`src/rtl/vco_phase_cic_dec.sv`:
```
// VCO-ADC back end: synchronises the ring phase, turns it into a per-clock frequency count,
// and decimates that count with a 2nd-order CIC. Also drives the VCO's active-low enable.
`timescale 1ns/1ps
module vco_phase_cic_dec #(
  parameter int unsigned PHASE_WIDTH = 11,
  parameter int unsigned SYNC_STAGES = 2,
  parameter int unsigned OSR_LOG2    = 9,
  parameter int unsigned OUT_WIDTH   = 24
) (
`ifdef USE_POWER_PINS
  inout  wire                   vccd2,
  inout  wire                   vssd2,
`endif
  input  logic                   clk,
  input  logic                   rst,
  input  logic                   en,
  input  logic [PHASE_WIDTH-1:0] p,
  output logic                   vco_enb,
  output logic [OUT_WIDTH-1:0]   data,
  output logic                   valid,
  output logic                   dec_err
);
  localparam int unsigned M  = 2 * PHASE_WIDTH;
  localparam int unsigned SW = $clog2(M);
  localparam int unsigned CW = $clog2(PHASE_WIDTH + 1);

  logic [PHASE_WIDTH-1:0] sync [SYNC_STAGES];
  logic [SYNC_STAGES:0]   sv;
  logic [PHASE_WIDTH-1:0] ps;
  logic [SW-1:0]          s, s_last, s_dec, d, d_next;
  logic [CW-1:0]          ones, trans;
  logic                   illegal, prime, en_q;
  logic [OUT_WIDTH-1:0]   i1, i2, i2_z, c1_z, c1, c2;
  logic [OSR_LOG2-1:0]    cnt;
  logic [1:0]             warm;

  assign ps = sync[SYNC_STAGES-1];

  // Johnson-code decode, adjacent-transition legality check and modulo-M difference
  always_comb begin
    ones  = '0;
    trans = '0;
    for (int i = 0; i < PHASE_WIDTH; i++) ones = ones + CW'(ps[i]);
    for (int i = 0; i < PHASE_WIDTH - 1; i++) trans = trans + CW'(ps[i] ^ ps[i+1]);
    if (ps[0])          s_dec = SW'(ones);
    else if (ps == '0)  s_dec = '0;
    else                s_dec = SW'(M - 32'(ones));
    illegal = trans > CW'(1);
    if (s >= s_last) d_next = s - s_last;
    else             d_next = SW'(32'(s) + M - 32'(s_last));
    c1 = i2 - i2_z;
    c2 = c1 - c1_z;
  end

  // sv tracks which pipeline stages hold data captured since enable
  always_ff @(posedge clk) begin
    if (!rst) begin
      for (int k = 0; k < SYNC_STAGES; k++) sync[k] <= '0;
      sv      <= '0;
      s       <= '0;
      s_last  <= '0;
      d       <= '0;
      prime   <= 1'b0;
      i1      <= '0;
      i2      <= '0;
      i2_z    <= '0;
      c1_z    <= '0;
      cnt     <= '0;
      warm    <= '0;
      en_q    <= 1'b0;
      vco_enb <= 1'b1;
      data    <= '0;
      valid   <= 1'b0;
      dec_err <= 1'b0;
    end else begin
      vco_enb <= ~en;
      en_q    <= en;
      valid   <= 1'b0;
      if (!en) begin
        for (int k = 0; k < SYNC_STAGES; k++) sync[k] <= '0;
        sv     <= '0;
        s      <= '0;
        s_last <= '0;
        d      <= '0;
        prime  <= 1'b0;
        i1     <= '0;
        i2     <= '0;
        i2_z   <= '0;
        c1_z   <= '0;
        cnt    <= '0;
        warm   <= '0;
      end else begin
        sync[0] <= p;
        for (int k = 1; k < SYNC_STAGES; k++) sync[k] <= sync[k-1];
        sv <= {sv[SYNC_STAGES-1:0], 1'b1};
        s  <= s_dec;
        // first valid s only primes the differencer; its d is forced to zero
        if (sv[SYNC_STAGES]) begin
          s_last <= s;
          prime  <= 1'b1;
          d      <= prime ? d_next : '0;
        end else begin
          d <= '0;
        end
        i1 <= i1 + OUT_WIDTH'(d);
        i2 <= i2 + i1;
        if (prime) begin
          cnt <= cnt + 1'b1;
          if (cnt == '1) begin
            i2_z <= i2;
            c1_z <= c1;
            if (warm == 2'd2) begin
              valid <= 1'b1;
              data  <= c2;
            end else begin
              warm <= warm + 2'd1;
            end
          end
        end
      end
      if (en && !en_q)                        dec_err <= 1'b0;
      else if (en && sv[SYNC_STAGES-1] && illegal) dec_err <= 1'b1;
    end
  end

endmodule

```
`config.mk`:
```
export PLATFORM = sky130hd
export DESIGN_NAME = vco_phase_cic_dec
export DESIGN_NICKNAME = d
export VERILOG_FILES = /design/src/rtl/vco_phase_cic_dec.sv
export SDC_FILE = /design/constraint.sdc
export NUM_CORES = 1
export LEC_CHECK = 0
export ABC_CLOCK_PERIOD_IN_PS = 11000
export CAP_MARGIN = 10
export CORE_ASPECT_RATIO = 0.7
export CORE_MARGIN = 4
export CORE_UTILIZATION = 28
export DETAILED_ROUTE_END_ITERATION = 7
export GPL_ROUTABILITY_DRIVEN = 0
export REMOVE_ABC_BUFFERS = 1
export SYNTH_ARGS = -nofsm -noshare
export SYNTH_HDL_FRONTEND = slang
export SYNTH_SLANG_ARGS = --single-unit
```
`constraint.sdc`:
```
create_clock -name clk -period 11 [get_ports clk]
set_clock_uncertainty 0.05 [all_clocks]
set_input_delay 2.2 -clock clk [delete_from_list [all_inputs] [get_ports clk]]
set_output_delay 2.2 -clock clk [all_outputs]
set_load 0.05 [all_outputs]
```
# Word level (Yosys, flattened, before mapping)
# Memory sizes are Yosys's and may differ from the RTL's.
# Cells that the tools add are included.
# Widths: inputs -> output; s select.
word_totals:
  n_memories: 1
  out_inout_bits: 27
  ram_bits: 22
  word_cells: 98
  regBits: 154
memory_table:
  columns: ["name", "depth", "word_bits", "rd", "rd_ports_with_merged_regs", "wr", "line", "text"]
  rows:
  - ["sync", 2, 11, 2, 0, 2, "27", "logic [PHASE_WIDTH-1:0] sync [SYNC_STAGES];"]
classes:
  muxes: 16
  n_lt_le_gt_ge: 2
  eq_ne: 2
  reduce_logical: 13
  n_addsub: 29
  n_bitwise: 17
ops:
  columns: ["operator", "count"]
  rows:
  - ["$add 4x1->4", 13]
  - ["$sub 24x24->24", 2]
  - ["$mux 11", 4]
  - ["$add 24x24->24", 1]
  - ["$add 24x5->24", 1]
  - ["$reduce_and 4->1", 3]
  - ["$logic_not 11->1", 1]
  - ["$sub 5x5->5", 2]
  - ["$xor 1x1->1", 10]
  - ["$add 9x1->9 const B", 1]
  - ["$eq 9x9->1 const B", 1]
  - ["$mux 1", 9]
  - ["$add 3x1->4", 2]
  - ["$mux 4", 2]
  - ["$add 2x1->3", 2]
  - ["$add 5x5->5 const B", 1]
  - ["$ge 5x5->1", 1]
  - ["$mux 5", 1]
  - ["$sub 5x4->5 const A", 1]
  - ["$add 1x1->2", 2]
  - ["$gt 4x1->1 const B", 1]
  - ["$or 1x1->1", 4]
  - ["$reduce_and 2->1", 2]
  - ["$reduce_or 4->1", 1]
  - ["other kinds (7)", 11]

# Logic depth before layout (Yosys ltp)
# An unclocked memory read counts as a cell.
logic_depth:
  ltp_word: 14
  ltp_mapped: 22
  ltp_nobuf: 22

# Worst setup path after synthesis
# No wires, ideal clock.
synth_timing:
  path_kind: "register -> register"
  start: "reg i2[0]"
  end: "reg data[23]"
  period_less_slack_ps: 4320
  n_path_buf: 0
  path_slack_ps: 6680
  stages_incl_launch_ff: 22
  arrival_ps: 4207
  cell_sequence: "dfxtp_1 inv_1 ha_1 inv_1 fa_1 a21o_1 a21oi_1 o21bai_1 a21oi_1 o211ai_2 a41oi_1 o21ai_1 xor2_1 ha_1 and2_4 a221o_1 a211oi_1 a21oi_1 o41ai_1 xnor2_1 or3_1 nand3_1"
synth_between:
  elab_chain_len: 2
synth_rtl:
  columns: ["element", "line", "text"]
  rows:
  - ["from (decl)", "33", "logic [OUT_WIDTH-1:0] i1, i2, i2_z, c1_z, c1, c2;"]
  - ["from (signal assigned)", "106", "i2 <= i2 + i1;"]
  - ["$sub 24x24->24", "51", "c1 = i2 - i2_z;"]
  - ["named net c1[18]", "33", null]
  - ["$sub 24x24->24", "52", "c2 = c1 - c1_z;"]
  - ["to (signal assigned)", "72", "data <= '0;"]
  - ["to (signal assigned)", "114", "data <= c2;"]
  - ["to (decl)", "19", "output logic [OUT_WIDTH-1:0] data,"]
# The timed path passes the listed nets, and every way through them passes these cells.
# A chain may end at the register's enable or synchronous reset.

# Worst setup path in the final report
layout_timing:
  start: "in en"
  end: "reg i2[16]"
layout_between:
  elab_chain_len: 1
layout_rtl:
  columns: ["element", "line", "text"]
  rows:
  - ["from (decl)", "16", "input logic en,"]
  - ["$reduce_and 2->1 (no source line)", null, null]
# No other way between the ends.

==> impl_metrics.csv <==
group,metric,value,unit
synth,async_flop_share,0,%
route,viasPerCell,4.53,
finish,diodes,0,
run,cap_violations,0,
clock_network,cts_root_buf,"clkbuf_16",
die,floorplan.initialDensity,28.4,%
setup_path,r2r-start,"i2[0]",
grt,grt_overflow,0,
grt,top_usage_layer,"met2",
setup_path,cp.required,11.33,ns
sta,slew_violations,0,
sta,finalHoldViolCount,0,
setup_path,reg2reg_to,"data[23]",
setup_path,worst-path-stages,7,
clock_network,postCtsSetupRepairBufs,0,
sta,max-slew-margin-rel,44.5,%
route,routedWlPerCell,12.2,um
setup_path,cp_num_buf_inv,4,
setup_path,r2r_setup_slack,6.10,ns
place,portBuffers,40,
route,postRouteAntennaNets,0,
setup_path,end_kind,"flop",
setup_path,crit_start,"en",
synth,synth-main-ff-cell,"dfxtp_1",
route,first_pass_iters,5,
setup_path,r2r_cells,21,
clock_network,ctsResizeCount,0,
grt,grt_max_degree,61,
clock_network,cts.sinks,175,
die,core,37100,um2
power_and_ir_drop,p_leak,4.87,nW
synth,yosysWarnings,0,
sta,timing.final.crit_share,46.9,%
route,routed_wl,21800,um
route,drt_iter0_drc,474,
setup_path,cp-start-kind,"input port",
finish,n_fill_cell,3847,
clock_network,insertion_delay,0.44,ns
die,die_y,170,um
setup_path,critPathMostFrequentCell,"buf_4",
setup_path,arrival,5.49,ns
sta,worstMarginPinSlew,0.833,ns
power_and_ir_drop,total_power,1.43,mW
finish,fin_nets,1414,
synth,synth_area,10500,um2
grt,grt.met1_usage,15.6,%
finish,drive_gt1_share,4.09,%
synth,synth_seq_area_share,35.3,%
clock_network,hold_buffers,0,
place,place_inst,1753,
sta,max_freq,0.194,GHz
sta,holdWs,0.402,ns
clock_network,clk_pin_slew,0.06,ns
finish,instances_no_fill,1785,
finish,area_growth,15.0,%
setup_path,slowest_stage,"clkinv_2",
die,rows,59,
grt,antenna_found_initial,0,
sta,period_needed,5.16,ns
grt,gr-usage-met3,2.04,%
synth,postSynthAreaPerCell,8.52,um2
route,num_vias,8081,
place,place_hpwl,16100,um
outcome,status,"finished clean",
grt,grt_usage,11.0,%
clock_network,numCtsBuffers,17,
setup_path,crit_chain,"clkdlybuf4s50_1 > buf_4 > and2_1 > clkinv_2 > buf_4 > or4b_1 > nand3_1",
setup_path,endpoint,"i2[16]",
sta,rsz0062_at_grt,"no",
power_and_ir_drop,ir_drop,0.107,mV
sta,fin_setup_tns,0,ns
hold_path,worstHoldPathType,"reg -> reg",
setup_path,critical_path.top_delay_family,"buffers and inverters",
grt,grtUsageMet2,16.8,%
route,drc,0,
finish,fin_util,32.6,%
die,io_pins,41,
grt,grt_pass1_wl,37200,um
synth,synthDistinctLibCells,75,
clock_network,h-tree-depth,4,
setup_path,path_class,"in -> reg",
synth,synth_seq_cells,175,
clock_network,clockBufferDepth,2,
setup_path,slowest_delay,0.81,ns
clock_network,tritoncts,"yes",
sta,setup_viol,0,
synth,netlist_instances,1237,
setup_path,critPathMaxFanout,60,
power_and_ir_drop,power_density,118,nW/um2
die,die_w,240,um
synth,synth-edff-count,22,
die,die_area,40900,um2
grt,grt_pass1_vias,7768,
-- through the flow --
stage | cell area [um2] | setup slack (ns)
final | 12100 | 5.84
after floorplan | 10500 | 5.57
after CTS | 12100 | 5.79
after global placement | 11500 | 5.38
after detailed placement | 11500 | 5.35
after global routing | 12100 | 5.61
-- final cells by class --
class | instances | area [um2] | share of cell area (%)
tap | 488 | 611 | 5.04
multi-input combinational | 930 | 6310 | 52.1
inverter | 113 | 425 | 3.51
timing repair buffer | 47 | 448 | 3.70
sequential | 175 | 3720 | 30.7
clock inverter | 4 | 71.3 | 0.589
clock buffer | 28 | 528 | 4.36
-- layer usage --
metal  share of wire, %  up-vias
met2                 41      101
met5                  0        -
li1                   -     4323
met1                 54     3635
met3                3.2       22
met4                1.4        0
-- worst min-delay path: stages (launching register included) --
cell and delay [ns]:
dfxtp_1 0.31, nand2_1 0.05, a21oi_1 0.05
-- sequential cells by signal (all words and copies together) (netlist names), 2 cells and up --
signal  flops
c1_z       24
cnt         9
d           5
data       24
i1         24
i2         24
i2_z       24
s           5
s_last      5
sv          3
sync       22
warm        2
-- how the worst min path moves through the flow --
| stage | cells past startpoint | from | endpoint | slack (ns) |
|---|---|---|---|---|
| final | 2 | i2_z[11] | i2_z[11] | 0.40 |
| after global routing | 2 | i2_z[16] | i2_z[16] | 0.42 |
| after CTS | 2 | i2_z[22] | i2_z[22] | 0.41 |
| after detailed placement | 2 | i2_z[22] | i2_z[22] | 0.40 |
| after global placement | 2 | c1_z[14] | c1_z[14] | 0.39 |
| after floorplan | 2 | c1_z[12] | c1_z[12] | 0.38 |
-- cell families after synthesis --
| logic type | share of synthesized area [%] |
|---|---|
| mux | 1.06 |
| flops | 35.3 |
| compound gates | 16.3 |
| fa+ha+maj | 15.1 |
| other cells | 0.0356 |
| xor+xnor | 7.31 |
| buf+inv | 5.52 |
| simple gates | 19.3 |
-- cells in the final DEF, fill, tap and decap left out, drive strengths merged, types with 4 or more instances in the layout --
cell type and instances:
o21ai 51, a21oi 98, a31oi 7, o31ai 7, nand2 151, nand2b 8, nor3b 5, nor2 96
conb 22, o211a 5, a211oi 10, edfxtp 22, dfxtp 153, a21boi 7, and2 23, and3 35
nor3 27, inv 113, a21o 28, xor2 41, clkbuf 28, buf 8, fa 19, nand4 11
clkdlybuf4s50 39, nand3 34, o21bai 8, xnor2 47, o21a 12, nor4 4, mux2i 10, o211ai 5
ha 97, or3 14, nor2b 7
-- synthesized netlist by cell type (13+ instances only) --
library cell | count | area, um2
inv_1 | 112 | 420
clkbuf_1 | 35 | 131
edfxtp_1 | 22 | 661
ha_1 | 97 | 1210
or3_1 | 13 | 81.3
nor3_1 | 26 | 130
o21ai_1 | 13 | 65.1
and3_1 | 35 | 219
nand3_1 | 34 | 170
xor2_1 | 41 | 359
a21oi_1 | 96 | 480
nand2_1 | 151 | 567
and2_1 | 22 | 138
o21ai_0 | 37 | 185
xnor2_1 | 47 | 412
nor2_1 | 96 | 360
a21o_1 | 27 | 203
fa_1 | 19 | 380
dfxtp_1 | 153 | 3060
-- where the power goes --
| group | switching, mW | leakage [nW] | total (mW) | internal [mW] |
|---|---|---|---|---|
| registers | 0.00514 | 1.45 | 0.661 | 0.656 |
| logic | 0.0858 | 3.12 | 0.152 | 0.0664 |
| clock network | 0.244 | 0.294 | 0.617 | 0.372 |
No activity file was read; power rests on OpenSTA's default activity.
